===== src/rtl/axis_demux.sv =====
`default_nettype none
// ----------------------------------------------------------------------------
// axis_demux : 1:N AXI-Stream packet router with registered data/skid output
// Revision   : 1.0
// ----------------------------------------------------------------------------
module axis_demux #(
    parameter int PORTS          = 2,
    parameter int PORT_BITS      = (PORTS > 1) ? $clog2(PORTS) : 1,
    parameter int DATA_WIDTH     = 64,
    parameter int KEEP_WIDTH     = DATA_WIDTH / 8,
    parameter int USER_WIDTH     = 1,
    parameter int DROP_CNT_WIDTH = 16
) (
    input  logic                      clk,
    input  logic                      rst_n,
    input  logic [DATA_WIDTH-1:0]     s_axis_tdata,
    input  logic [KEEP_WIDTH-1:0]     s_axis_tkeep,
    input  logic [USER_WIDTH-1:0]     s_axis_tuser,
    input  logic [PORT_BITS-1:0]      s_axis_tdest,
    input  logic                      s_axis_tlast,
    input  logic                      s_axis_tvalid,
    output logic                      s_axis_tready,
    output logic [DATA_WIDTH-1:0]     mn_axis_tdata,
    output logic [KEEP_WIDTH-1:0]     mn_axis_tkeep,
    output logic [USER_WIDTH-1:0]     mn_axis_tuser,
    output logic                      mn_axis_tlast,
    output logic [PORTS-1:0]          mn_axis_tvalid,
    input  logic [PORTS-1:0]          mn_axis_tready,
    output logic                      busy,
    output logic [DROP_CNT_WIDTH-1:0] drop_cnt
);

    localparam logic [1:0] c_st_idle = 2'd0;
    localparam logic [1:0] c_st_pass = 2'd1;
    localparam logic [1:0] c_st_drop = 2'd2;

    localparam logic [PORT_BITS:0] c_port_limit = (PORT_BITS + 1)'(PORTS);
    localparam int c_beat_w = DATA_WIDTH + KEEP_WIDTH + USER_WIDTH + 1 + PORT_BITS;

    logic [1:0]                r_state;
    logic [1:0]                w_state_next;
    logic [PORT_BITS-1:0]      r_dest;
    logic [DROP_CNT_WIDTH-1:0] r_drop_cnt;
    logic                      r_ready;

    logic                      w_accept;
    logic                      w_first;
    logic                      w_dest_ok;
    logic                      w_route;
    logic                      w_drop_done;
    logic [PORT_BITS-1:0]      w_beat_dest;
    logic [c_beat_w-1:0]       w_beat;

    logic [c_beat_w-1:0]       r_main;
    logic [c_beat_w-1:0]       r_skid;
    logic                      r_main_valid;
    logic                      r_skid_valid;
    logic                      w_main_valid_next;
    logic                      w_skid_valid_next;
    logic                      w_main_load;
    logic                      w_main_from_skid;
    logic                      w_skid_load;
    logic                      w_take;
    logic [PORT_BITS-1:0]      w_main_dest;

    assign w_accept  = s_axis_tvalid && r_ready;
    assign w_first   = (r_state == c_st_idle);
    assign w_dest_ok = ({1'b0, s_axis_tdest} < c_port_limit);

    // State register: routing state, latched destination and drop counter
    always_ff @(posedge clk) begin
        if (!rst_n) begin
            r_state    <= c_st_idle;
            r_dest     <= '0;
            r_drop_cnt <= '0;
        end else begin
            r_state <= w_state_next;
            if (w_accept && w_first && w_dest_ok) begin
                r_dest <= s_axis_tdest;
            end
            if (w_drop_done) begin
                r_drop_cnt <= r_drop_cnt + 1'b1;
            end
        end
    end

    always_comb begin
        w_state_next = r_state;
        case (r_state)
            c_st_idle: begin
                if (w_accept && !s_axis_tlast) begin
                    w_state_next = w_dest_ok ? c_st_pass : c_st_drop;
                end
            end
            c_st_pass, c_st_drop: begin
                if (w_accept && s_axis_tlast) begin
                    w_state_next = c_st_idle;
                end
            end
            default: w_state_next = c_st_idle;
        endcase
    end

    always_comb begin
        busy        = (r_state != c_st_idle);
        w_beat_dest = w_first ? s_axis_tdest : r_dest;
        w_route     = w_accept && (w_first ? w_dest_ok : (r_state == c_st_pass));
        w_drop_done = w_accept && s_axis_tlast &&
                      (w_first ? !w_dest_ok : (r_state == c_st_drop));
    end

    assign w_beat = {s_axis_tdata, s_axis_tkeep, s_axis_tuser, s_axis_tlast, w_beat_dest};

    assign w_main_dest = r_main[PORT_BITS-1:0];
    assign w_take      = r_main_valid && mn_axis_tready[w_main_dest];

    // Skid only ever fills while the main register is stalled; ready is low whenever it is full
    always_comb begin
        w_main_valid_next = r_main_valid;
        w_skid_valid_next = r_skid_valid;
        w_main_load       = 1'b0;
        w_main_from_skid  = 1'b0;
        w_skid_load       = 1'b0;
        if (!r_main_valid || w_take) begin
            if (r_skid_valid) begin
                w_main_from_skid  = 1'b1;
                w_main_valid_next = 1'b1;
                w_skid_valid_next = 1'b0;
            end else if (w_route) begin
                w_main_load       = 1'b1;
                w_main_valid_next = 1'b1;
            end else begin
                w_main_valid_next = 1'b0;
            end
        end else if (w_route) begin
            w_skid_load       = 1'b1;
            w_skid_valid_next = 1'b1;
        end
    end

    always_ff @(posedge clk) begin
        if (!rst_n) begin
            r_main_valid <= 1'b0;
            r_skid_valid <= 1'b0;
            r_ready      <= 1'b0;
        end else begin
            r_main_valid <= w_main_valid_next;
            r_skid_valid <= w_skid_valid_next;
            r_ready      <= !w_skid_valid_next;
        end
    end

    always_ff @(posedge clk) begin
        if (w_main_from_skid) begin
            r_main <= r_skid;
        end else if (w_main_load) begin
            r_main <= w_beat;
        end
        if (w_skid_load) begin
            r_skid <= w_beat;
        end
    end

    assign s_axis_tready  = r_ready;
    assign drop_cnt       = r_drop_cnt;
    assign mn_axis_tlast  = r_main[PORT_BITS];
    assign mn_axis_tuser  = r_main[PORT_BITS+1 +: USER_WIDTH];
    assign mn_axis_tkeep  = r_main[PORT_BITS+1+USER_WIDTH +: KEEP_WIDTH];
    assign mn_axis_tdata  = r_main[PORT_BITS+1+USER_WIDTH+KEEP_WIDTH +: DATA_WIDTH];
    assign mn_axis_tvalid = {{(PORTS-1){1'b0}}, r_main_valid} << w_main_dest;

endmodule
`default_nettype wire


===== config.mk =====
export PLATFORM = sky130hd
export DESIGN_NAME = axis_demux
export DESIGN_NICKNAME = d
export VERILOG_FILES = /design/src/rtl/axis_demux.sv
export SDC_FILE = /design/constraint.sdc
export NUM_CORES = 1
export LEC_CHECK = 0
export CAP_MARGIN = 5
export CORE_MARGIN = 1
export CORE_UTILIZATION = 48
export DETAILED_ROUTE_END_ITERATION = 10
export PLACE_DENSITY = 0.78
export SKIP_LAST_GASP = 1
export SLEW_MARGIN = 20
export SYNTH_ARGS = -nofsm -noshare
export SYNTH_HDL_FRONTEND = slang
export SYNTH_SLANG_ARGS = --single-unit

===== constraint.sdc =====
create_clock -name clk -period 6.5 [get_ports clk]
set_input_delay 1.3 -clock clk [delete_from_list [all_inputs] [get_ports clk]]
set_output_delay 1.3 -clock clk [all_outputs]
set_load 0.05 [all_outputs]

Word level (Yosys, flattened, before mapping). Index checks and enable logic that the tools add are counted.

Register bits: 172. Bits in latches: 0. RAM bits: 0. Memory bits (read-only): 0. Input bits: 80. Word-level logic and storage cells: 50. Memories: 0.

$add $sub $neg: 1. Multipliers: 0. Divide/modulo/power cells: 0. $lt $le $gt $ge: 1. Equality and inequality tests: 4. Shifts and indexed selects: 1. Mux-type cells: 19. Bitwise logic cells: 0. Reduce and logical (&&, ||, !) cells: 16.

Operator list (count): 75-bit 2-to-1 mux (2); 16-bit by 1-bit adder with 16-bit output, second input constant (1); 1-bit 2-to-1 mux (14); 1-bit logical AND (7); 2-bit 2-to-1 mux (2); 2-bit case mux with 2 select lines (1); 2-bit nonzero test (2); 1-bit zero test (3); 2-bit by 1-bit == test with 1-bit output, second input constant (1); 2-bit == test, second input constant (1); 2-bit zero test (1); 1-bit by 2-bit < comparator with 1-bit output, second input constant (1); 2-bit by 1-bit != test with 1-bit output, second input constant (1); 2-bit != test, second input constant (1); 2-bit AND reduction (1); 2-bit OR reduction (1); 1-bit by 1-bit << shifter with 2-bit output (1); 1-bit logical OR (1).

Longest topological paths before layout. Gate-level depths: netlist (run 1).

Word-level depth: 8. Mapped depth: 5. Mapped depth without buffers: 3.

Worst setup path after synthesis (run 1). OpenSTA, ideal clock, no wires.

Path type: input-to-reg. Start point: input s_axis_tvalid. End point: register r_main[0] (enable). Setup time: 533 ps. Data arrival time: 5083 ps. Required time: 5967 ps. Slack: 884 ps. Stages: 2. Cell sequence: a21oi_1 -> a21oi_1.

Word-level cells in the longest chain between the ends: 6.

RTL lines: start, declared (RTL line 21) `input logic s_axis_tvalid,`; 1-bit logical AND (RTL line 66) `assign w_accept = s_axis_tvalid && r_ready;`; 1-bit logical AND (RTL line 107) `w_route = w_accept && (w_first ? w_dest_ok : (r_state == c_st_pass));`; 1-bit 2-to-1 mux (RTL line 129) `end else if (w_route) begin`; 1-bit 2-to-1 mux (RTL line 125) `if (r_skid_valid) begin`; 1-bit 2-to-1 mux (RTL line 124) `if (!r_main_valid || w_take) begin`; 2-bit nonzero test (no source line); end signal, assigned (RTL line 155) `r_main <= r_skid;`; end signal, assigned (RTL line 157) `r_main <= w_beat;`; end, declared (RTL line 54) `logic [c_beat_w-1:0] r_main;`.

No other way between the ends. A chain may end at the register's enable or synchronous reset.

Worst setup path in the final report (run 1).
Start point: input mn_axis_tready[1]. End point: register r_main[72] (data pin).

Word-level cells in the longest chain between the ends: 6.

RTL lines: start, declared (RTL line 28) `input logic [PORTS-1:0] mn_axis_tready,`; 1-bit 2-to-1 mux (not written as such) (2 in series) (RTL line 115) `assign w_take = r_main_valid && mn_axis_tready[w_main_dest];`; 1-bit logical AND (RTL line 115); 1-bit logical OR (RTL line 124); 1-bit 2-to-1 mux (RTL line 124); 75-bit 2-to-1 mux (RTL line 154) `if (w_main_from_skid) begin`.

No other way between the ends. The select of a mux whose other input is x is not followed.

==> metrics.md, run 1 <==
| Metric | Value |
|---|---|
| Inserted Clock Buffers | `17` |
| Global route overflow | `0` |
| Slew Limit Headroom | `32.8%` |
| Multi-input logic area | `~1200 um2` |
| CTS hold repair buffers | `0` |
| TritonCTS clock tree | `yes` |
| Setup violators final | `0` |
| Initial Util | `49.1%` |
| Cell taking the most area after synthesis | `edfxtp_1` |
| Hpwl dp | `6.96 mm` |
| Largest family of logic cells by synthesized area | `multiplexers` |
| Tmin final | `about 3700 ps` |
| Register area share after synthesis | `between 70% and 80%` |
| Num rows | `42` |
| H-tree Lvls | `4` |
| Post-synthesis adder-cell area fraction | `0%` |
| Startpoint Class | `input port` |
| Most common cell after layout, fill and taps aside | `clkdlybuf4s50_1` |
| CTS sink cnt | `155` |
| Power Density | `303 nW/um2` |
| Top cell type's share of synthesized area | `69.3%` |
| Mean post-synth cell area | `between 15 and 20 um2` |
| Worst Setup End Kind | `flip-flop` |
| Min-Delay Endpoint | `r_dest$_SDFFE_PN0P_` |
| Die area | `14000 um2` |
| Port Buffer Count | `157` |
| Yosys synthesis warning count | `0` |
| Initial antenna violation count | `0` |
| Worst-margin pin slew | `between 1000 and 1500 ps` |
| Required time of the critical path | `6660 ps` |
| Via count | `approximately 3.0k` |
| Area contributors post-synth | `edfxtp_1, mux2_4, buf_4` |
| Diode count | `0` |
| Avg Vias per Cell | `4.77` |
| Die Y | `118 um` |
| Worst vdd ir | `0.155 mV` |
| Area delta synth->final | `28.3%` |
| Hold Fails Final Rpt | `0` |
| Reg2reg end | `r_main[72]$_DFFE_PP_` |
| Reg2Reg Depth | `4` |
| CP arrival | `around 3900 ps` |
| # nets final | `525` |
| FMAX | `~270 MHz` |
| Clk_lat worst skew | `420 ps` |
| Starting DRT DRC Count | `110` |
| Synth Cell Area | `6500 um2` |
| Max cap viols | `0` |
| Worst min path class | `flip-flop to flip-flop` |
| Drt first pass iters | `4` |
| Synth Area in Simple Gates | `less than 1%` |
| Hold Path Depth | `2` |
| Area post-placement | `7660 um2` |
| RePlAce Congestion | `0.738` |
| Layout cells sized above 1 | `between 20% and 30%` |
| Final Util | `between 60% and 70%` |
| Setup Crit Path Kind | `input port to flip-flop` |
| DRT Wirelength | `10.4 mm` |
| Status | `finished clean` |
| Post_cts resized | `0` |
| DR WL/cell | `between 15 and 20 um` |
| Core area | `13200 um2` |
| Reg2reg setup slack | `3550 ps` |
| Mux contribution to synthesized area | `16.2%` |
| Largest net degree at the start of global routing | `51` |
| Critical Path Fanout Max | `50` |
| Post-route cell area | `8340 um2` |
| Period utilisation layout | `57.2%` |
| Distinct cell type count after synthesis | `21` |
| Post-Synthesis Cells | `346` |
| RSZ-0062 raised after global routing | `false` |
| Register area | `4600 um2` |
| Antenna violation net count after detailed routing | `0` |
| Clock Path Buffers | `2` |
| Reg clk slew, reported paths | `60 ps` |
| Number of fill cells | `963` |
| Die Span X | `118 um` |
| First-pass GRT wire length | `about 16 mm` |
| Lkg Pwr | `0.00306 uW` |
| Root buf cell | `clkbuf_16` |
| Most frequent cells in the layout | `clkdlybuf4s50_1, edfxtp_1, mux2_4` |
| Post-CTS Setup Inserts | `0` |
| Drc violations | `0` |
| Boundary pin count | `174` |
| Compound-Gate Fraction of Synth Area | `0.867%` |
| FF+latch count, synth | `~160` |
| Vias in the first global route | `about 3.1k` |
| R2R Path Start | `r_main[0]$_DFFE_PP_` |
| XOR/XNOR Fraction of Synth Area | `0%` |
| Gr usage total | `~15%` |
| Skew final | `5.13 ps` |
| TNS Setup | `0 ps` |
| HP Start | `r_dest$_SDFFE_PN0P_` |
| Final Max Slew Viols | `0` |
registers in the layout, indices dropped and copies added, names as in the netlist:
name / flops
r_skid_valid: 1
r_skid: 75
r_main: 75
r_main_valid: 1
s_axis_tready: 1
r_dest: 1
r_state: 1
logic make-up after synthesis:
logic type	count (synthesis)
buffers and inverters	97
AO/OA/AOI/OAI	9
multiplexers	77
flip-flops	155
other	1
AND/OR/NAND/NOR	7
power breakdown:
group          internal (uW)  switching [uW]  total, uW
registers               1130            10.3       1140
clock network            754             373       1130
logic                    110             151        261
total                   2000             534       2530
cell type report:
cell class	count	share of cell area (%)
clock buffers	18	5.15
clock inverters	14	2.97
inverters	1	0.0450
multi-input cells	109	14.8
flip-flops and latches	155	55.2
well taps	176	2.64
repair buffers	161	19.2
per-layer routing:
metal / up-vias / track usage, % / wire [um] / part of all wire [%]
met2: 141 / 24.6 / 5070 / 49
met5: - / 0 / 0 / 0
li1: 1389 / - / - / -
met3: 27 / 5.69 / 714 / 6.9
met1: 1469 / 18.2 / 4350 / 42
met4: 0 / 8.57 / 254 / 2.4
worst max-delay path: stages:
cell             delay (ps)
clkdlybuf4s50_1         390
mux2i_1                 390
a21bo_4                 820
buf_4                   550
mux2_2                  390
cell usage after synthesis:
cell type    n
mux2_4      50
nor3_1       1
nand4b_1     1
a21oi_1      5
mux2i_1      1
nor2_1       1
buf_6        6
dfxtp_1      5
inv_1        1
conb_1       1
nor2b_1      1
a311oi_1     1
nand2_1      2
buf_4       88
and2_1       1
buf_2        2
mux2_2      26
edfxtp_1   150
a21bo_2      1
o21ai_0      1
o21a_1       1
metrics by stage:
stage / setup WS (ps) / total power (uW) / hold WS (ps) / std cells
after floorplan: 884 / 1350 / 450 / 361
after global placement: 2410 / 1420 / 465 / 602
after detailed placement: 2310 / 1430 / 482 / 602
after CTS: 2760 / 2550 / 490 / 634
after global routing: 2650 / 2600 / 536 / 634
final: 2780 / 2530 / 490 / 634
how the worst max path moves through the flow:
stage                            startpoint  slack [ps]                   end
after CTS                 mn_axis_tready[1]        2760  r_main[72]$_DFFE_PP_
after global routing      mn_axis_tready[1]        2650  r_main[12]$_DFFE_PP_
after global placement    mn_axis_tready[1]        2410  r_main[12]$_DFFE_PP_
after detailed placement  mn_axis_tready[1]        2310  r_main[72]$_DFFE_PP_
after floorplan               s_axis_tvalid         880   r_main[0]$_DFFE_PP_
final                     mn_axis_tready[1]        2780  r_main[72]$_DFFE_PP_
No activity file was read; power rests on OpenSTA's default activity.
==> run 2, diff against run 1 <==
==> constraint.sdc (replaced) <==
create_clock -name clk -period 3.8 [get_ports clk]
set_input_delay 0.76 -clock clk [delete_from_list [all_inputs] [get_ports clk]]
set_output_delay 0.76 -clock clk [all_outputs]
set_load 0.05 [all_outputs]
==> run 2 against run 1 <==
Net effect:
- worst hold slack worse by 4.6 ps
- global-route usage hardly changed
- combinational power is 71% higher
- largest cell class unchanged
- critical path type unchanged
- sequential cell count stayed put
- via count is 1.5% lower
- sequential share of layout area is 0.78 points higher
==> metrics.md, run 2 (synthesis results as in run 1) <==
| Metric | Value |
|---|---|
| Post-CTS Setup Inserts | `0 (unchanged)` |
| Core area | `13200 um2 (unchanged)` |
| Met3 Use GR | `5.60% (was 5.69%)` |
| Starting DRT DRC Count | `115 (was 110)` |
| First-pass GRT wire length | `16.0 mm (was 15.9 mm)` |
| Worst min path class | `flip-flop to flip-flop (unchanged)` |
| CP max-delay cell | `a21bo_4 (unchanged)` |
| Most common cell after layout, fill and taps aside | `clkdlybuf4s50_1 (unchanged)` |
| Die Span X | `118 um (unchanged)` |
| Largest regs | `r_main: 75 flops, r_skid: 75 flops (unchanged)` |
| Critical Path Fanout Max | `29 (was 50)` |
| TritonCTS clock tree | `yes (unchanged)` |
| Final Util | `62.1% (was 63.0%)` |
| TNS Setup | `0 ps (unchanged)` |
| RePlAce Congestion | `0.724 (was 0.738)` |
| Port Buffer Count | `157 (unchanged)` |
| Most frequent cells in the layout | `clkdlybuf4s50_1, edfxtp_1, mux2_4 (unchanged)` |
| Drc violations | `0 (unchanged)` |
| Avg Vias per Cell | `4.68 (was 4.77)` |
| Die area | `14000 um2 (unchanged)` |
| Hold Fails Final Rpt | `0 (unchanged)` |
| Initial Util | `49.1% (unchanged)` |
| # nets final | `528 (was 525)` |
| Gr busiest metal | `met2 (unchanged)` |
| Antenna violation net count after detailed routing | `0 (unchanged)` |
| Lkg Pwr | `0.00301 uW (was 0.00306 uW)` |
| GR Util met2 | `23.8% (was 24.6%)` |
| Reg2reg setup slack | `1440 ps (was 3550 ps)` |
| FMAX | `381 MHz` |
| Family with the most delay on the worst path | `multiplexers (was buffers and inverters)` |
| Worst-margin pin slew | `696 ps (was 1010 ps)` |
| Worst vdd ir | `0.284 mV (was 0.155 mV)` |
| Max incr delay on CP | `510 ps (was 820 ps)` |
| Setup violators final | `0 (unchanged)` |
| H-tree Lvls | `4 (unchanged)` |
| Register area | `4600 um2 (unchanged)` |
| Status | `finished clean (unchanged)` |
| Final Max Slew Viols | `0 (unchanged)` |
| Boundary pin count | `174 (unchanged)` |
| CTS hold repair buffers | `0 (unchanged)` |
| Layout cells sized above 1 | `24.7% (was 24.2%)` |
| CTS sink cnt | `155 (unchanged)` |
| Slew Limit Headroom | `53.6% (was 32.8%)` |
| Via count | `2980 (was 3026)` |
| Setup Crit Path Kind | `input port to flip-flop (unchanged)` |
| WHS | `485 ps (was 490 ps)` |
| Skew final | `12.7 ps (was 5.13 ps)` |
| Num rows | `42 (unchanged)` |
| Startpoint Class | `input port (unchanged)` |
| DR WL/cell | `16.1 um (was 16.4 um)` |
| WP buf/inv | `2 (unchanged)` |
| DRT Wirelength | `10.2 mm (was 10.4 mm)` |
| Multi-input logic area | `1230 um2 (unchanged)` |
| Gr usage total | `15.5% (about the same)` |
| Root buf cell | `clkbuf_16 (unchanged)` |
| Met1 Usage GRT | `19.6% (was 18.2%)` |
| Required time of the critical path | `3960 ps (was 6660 ps)` |
| Drt first pass iters | `4 (unchanged)` |
| Vias in the first global route | `3041 (was 3087)` |
| CP Cell Sequence | `clkdlybuf4s50_1, mux2i_1, a21bo_4, buf_12, mux2_2 (was clkdlybuf4s50_1, mux2i_1, a21bo_4, buf_4, mux2_2)` |
| Inserted Clock Buffers | `17 (unchanged)` |
| Hpwl dp | `6.86 mm (was 6.96 mm)` |
| CP arrival | `2790 ps (was 3880 ps)` |
| RSZ-0062 raised after global routing | `false (unchanged)` |
| Global route overflow | `0 (unchanged)` |
| Max cap viols | `0 (unchanged)` |
| Clk_lat worst skew | `410 ps (was 420 ps)` |
| Largest net degree at the start of global routing | `53 (was 51)` |
| Period utilisation layout | `between 60% and 70%` |
| Initial antenna violation count | `0 (unchanged)` |
| Post_cts resized | `0 (unchanged)` |
| Worst Setup End Kind | `flip-flop (unchanged)` |
| Power Density | `469 nW/um2 (was 303 nW/um2)` |
| Diode count | `0 (unchanged)` |
| Tmin final | `2630 ps` |
| Clock Path Buffers | `2 (unchanged)` |
| Reg clk slew, reported paths | `60 ps (about the same)` |
| Area delta synth->final | `26.6% (was 28.3%)` |
| Die Y | `118 um (unchanged)` |
| Number of fill cells | `955 (was 963)` |
[run 2: cell count changes in the layout (fill, tap and decap cells not counted), sizes merged]
| cell | before | now |
|---|---|---|
| buf | 4 | 7 |
| clkinvlp | 1 | 4 |
| clkbuf | 18 | 19 |
| inv | 2 | 1 |
| bufinv | 7 | 0 |
| clkinv | 5 | 9 |
[run 2: layer usage]
metal  up-vias  share of wire [%]
met5         -                  0
met4         0                1.3
met3        13                6.8
met2       126                 48
met1      1451                 43
li1       1390                  -
[run 2: final cells by class]
cell class / count / share of cell area, %
clock inverter: 13 / 0.974
inverter: 1 / 0.0456
multi-input combinational: 109 / 15.0
clock buffer: 19 / 5.26
timing repair buffer: 164 / 20.1
tap: 176 / 2.68
sequential: 155 / 56.0
[run 2: worst reg2reg max path: stages (launching register included)]
cell      delay, ps
edfxtp_1        410
mux2i_1         480
a21bo_4         510
buf_12          310
mux2_2          400
[run 2: path summary, 6_finish.rpt]
| kind | cells after the start | endpoint | startpoint |
|---|---|---|---|
| min | 2 | r_dest$_SDFFE_PN0P_ | r_dest$_SDFFE_PN0P_ |
| max reg2reg | 4 | r_main[72]$_DFFE_PP_ | r_main[0]$_DFFE_PP_ |
| min reg2reg | 2 | r_dest$_SDFFE_PN0P_ | r_dest$_SDFFE_PN0P_ |
| max | 5 | r_main[72]$_DFFE_PP_ | mn_axis_tready[1] |
[run 2: power by group]
part	total, uW	internal, uW	switching (uW)
Combinational	447	190	258
Clock	1450	823	632
Sequential	1950	1940	16.4
[run 2: per-stage QoR]
step	instances	instance area [um2]	setup slack [ps]	power, uW
global route	637	8220	1050	3980
CTS	637	8220	1190	3900
detailed placement	605	7710	736	2440
global placement	605	7710	832	2430
finish	637	8220	1170	3850
floorplan	361	6560	245	2310
==> run 3, diff against run 2 <==
--- a/config.mk
+++ b/config.mk
@@ -7,9 +7,9 @@
 export LEC_CHECK = 0
 export CAP_MARGIN = 5
 export CORE_MARGIN = 1
-export CORE_UTILIZATION = 48
+export CORE_UTILIZATION = 44
 export DETAILED_ROUTE_END_ITERATION = 10
-export PLACE_DENSITY = 0.78
+export PLACE_DENSITY = 0.76
 export SKIP_LAST_GASP = 1
 export SLEW_MARGIN = 20
 export SYNTH_ARGS = -nofsm -noshare
==> constraint.sdc (replaced) <==
create_clock -name clk -period 2.3 [get_ports clk]
set_input_delay 0.46 -clock clk [delete_from_list [all_inputs] [get_ports clk]]
set_output_delay 0.46 -clock clk [all_outputs]
set_load 0.05 [all_outputs]
==> run 3 against run 2 <==
Net effect:
- global-route usage is 0.27 points lower
- worst hold slack better by 17 ps
- routed wire length is 4.6% higher
- sequential power is 66% higher
- via count is 0.70% higher
- clock skew is 6.6 ps lower
- count of clock-buffer cells in the layout stayed put
- power is 74% higher
- clock power is 89% higher
- final area is 2.0% higher
- register-to-register slack worse by 1000 ps
- non-clock buffer count is 3 higher
- largest power group unchanged
==> metrics.md, run 3 (synthesis results as in run 1) <==
| Metric | Value |
|---|---|
| Required time of the critical path | `1840 ps (was 3960 ps)` |
| FMAX | `475 MHz` |
| Avg Vias per Cell | `4.64 (was 4.68)` |
| Layout cells sized above 1 | `25.7% (was 24.7%)` |
| # nets final | `531 (was 528)` |
| Max cap viols | `0 (unchanged)` |
| CP Launch Point | `r_state[0]$_SDFFE_PN0P_ (was mn_axis_tready[1])` |
| Area post-placement | `7810 um2 (was 7710 um2)` |
| Family with the most delay on the worst path | `buffers and inverters (was multiplexers)` |
| Post-CTS Setup Inserts | `0 (unchanged)` |
| Worst min path class | `flip-flop to flip-flop (unchanged)` |
| Tmin final | `2110 ps` |
| Multi-input logic area | `1250 um2 (was 1230 um2)` |
| Largest net degree at the start of global routing | `47 (was 53)` |
| Inserted Clock Buffers | `17 (unchanged)` |
| Most frequent cells in the layout | `clkdlybuf4s50_1, edfxtp_1, mux2_4 (unchanged)` |
| Number of fill cells | `1092 (was 955)` |
| Gr usage total | `15.2% (was 15.5%)` |
| Vias in the first global route | `3119 (was 3041)` |
| CTS sink cnt | `155 (unchanged)` |
| Setup violators final | `0 (unchanged)` |
| CP arrival | `1650 ps (was 2790 ps)` |
| Clk_lat worst skew | `420 ps (was 410 ps)` |
| Die Span X | `124 um (was 118 um)` |
| Post-route cell area | `8390 um2 (was 8220 um2)` |
| Root buf cell | `clkbuf_16 (unchanged)` |
| Total power draw | `6720 uW (was 3850 uW)` |
| Critical Path Fanout Max | `5 (was 29)` |
| Final Max Slew Viols | `0 (unchanged)` |
| H-tree Lvls | `4 (unchanged)` |
| Worst vdd ir | `0.424 mV (was 0.284 mV)` |
| Worst Setup End Kind | `output pin (was flip-flop)` |
| Most common cell after layout, fill and taps aside | `clkdlybuf4s50_1 (unchanged)` |
| First-pass GRT wire length | `16.6 mm (was 16.0 mm)` |
| Max incr delay on CP | `830 ps (was 510 ps)` |
| Worst-margin pin slew | `540 ps (was 696 ps)` |
| Boundary pin count | `174 (unchanged)` |
| Drt first pass iters | `4 (unchanged)` |
| Core area | `14500 um2 (was 13200 um2)` |
| Period utilisation layout | `91.5%` |
| Num rows | `44 (was 42)` |
| Final worst slack | `195 ps (was 1170 ps)` |
| Antenna violation net count after detailed routing | `0 (unchanged)` |
| Startpoint Class | `flip-flop (was input port)` |
| Starting DRT DRC Count | `103 (was 115)` |
| Hold Fails Final Rpt | `0 (unchanged)` |
| Skew final | `6.18 ps (was 12.7 ps)` |
| Initial Util | `44.9% (was 49.1%)` |
| Hpwl dp | `7.42 mm (was 6.86 mm)` |
| Lkg Pwr | `0.00308 uW (was 0.00301 uW)` |
| Slew Limit Headroom | `63.9% (was 53.6%)` |
| Die Y | `124 um (was 118 um)` |
| CP Cell Sequence | `clkdlybuf4s50_1 (was clkdlybuf4s50_1, mux2i_1, a21bo_4, buf_12, mux2_2)` |
| Diode count | `0 (unchanged)` |
| Initial antenna violation count | `1 (was 0)` |
| Reg clk slew, reported paths | `60 ps (about the same)` |
| Status | `finished clean (unchanged)` |
| Clock Path Buffers | `2 (unchanged)` |
| Register area | `4610 um2 (was 4600 um2)` |
| WP buf/inv | `1 (was 2)` |
| RePlAce Congestion | `0.750 (was 0.724)` |
| DR WL/cell | `16.6 um (was 16.1 um)` |
| Global route overflow | `0 (unchanged)` |
| TritonCTS clock tree | `yes (unchanged)` |
| R2R Path Start | `r_main[0]$_DFFE_PP_ (unchanged)` |
| Power Density | `801 nW/um2 (was 469 nW/um2)` |
| Area delta synth->final | `29.1% (was 26.6%)` |
| Largest regs | `r_main: 75 flops, r_skid: 75 flops (unchanged)` |
| DRT Wirelength | `10.7 mm (was 10.2 mm)` |
| RSZ-0062 raised after global routing | `false (unchanged)` |
| CP max-delay cell | `clkdlybuf4s50_1 (was a21bo_4)` |
| Drc violations | `0 (unchanged)` |
| Die area | `15300 um2 (was 14000 um2)` |
| Post-Place Setup Slack | `4.50 ps (was 736 ps)` |
| Via count | `3001 (was 2980)` |
| Port Buffer Count | `157 (unchanged)` |
| HP Start | `s_axis_tready$_SDFF_PN0_ (was r_dest$_SDFFE_PN0P_)` |
| Setup Crit Path Kind | `flip-flop to output pin (was input port to flip-flop)` |
## run 3: power breakdown
part	internal (uW)	switching (uW)	total [uW]
sequential	3200	27.8	3230
combinational	322	430	752
clock	1690	1050	2740
total	5210	1510	6720
## run 3: worst register-to-register path, cell delays in order (launching register included)
cell	delay, ps
edfxtp_1	440
mux2i_4	350
a21bo_4	270
buf_12	230
mux2_2	370
## run 3: final cells by class
cell class              count  area share [%]
flip-flops and latches    155            54.9
clock buffers              19            5.16
repair buffers            167            20.5
clock inverters            12            1.76
inverters                   1          0.0447
well taps                 184            2.74
multi-input cells         109            14.9
## run 3: routing by layer
metal / vias up / GRT usage, % / share of wire, %
li1: 1398 / - / -
met2: 113 / 24.2 / 50
met4: 0 / 7.45 / 1.9
met3: 19 / 5.63 / 6.5
met1: 1471 / 18.1 / 41
met5: - / 0 / 0
## run 3: what timing repair did
action                     in CTS  in global routing
setup endpoints to repair       2                  0
hold buffers                    0                  0
gates resized for setup         2                  0
## run 3: stage by stage
step                      setup TNS [ps]  hold slack (ps)  std cells  util (%)
after floorplan                    -8280              450        361         -
after global placement                 0              458        616      53.9
after detailed placement               0              487        616      53.9
after CTS                              0              497        647      57.9
after global routing                   0              520        647      57.9
final                                  0              502        647      57.9
## run 3: worst paths after layout
kind | to | slack, ps | cells after the start
setup / recovery | busy | 190 | 1
hold / removal | r_state[0]$_SDFFE_PN0P_ | 500 | 1
setup reg to reg | r_main[18]$_DFFE_PP_ | 400 | 4
hold reg to reg | r_state[0]$_SDFFE_PN0P_ | 500 | 1
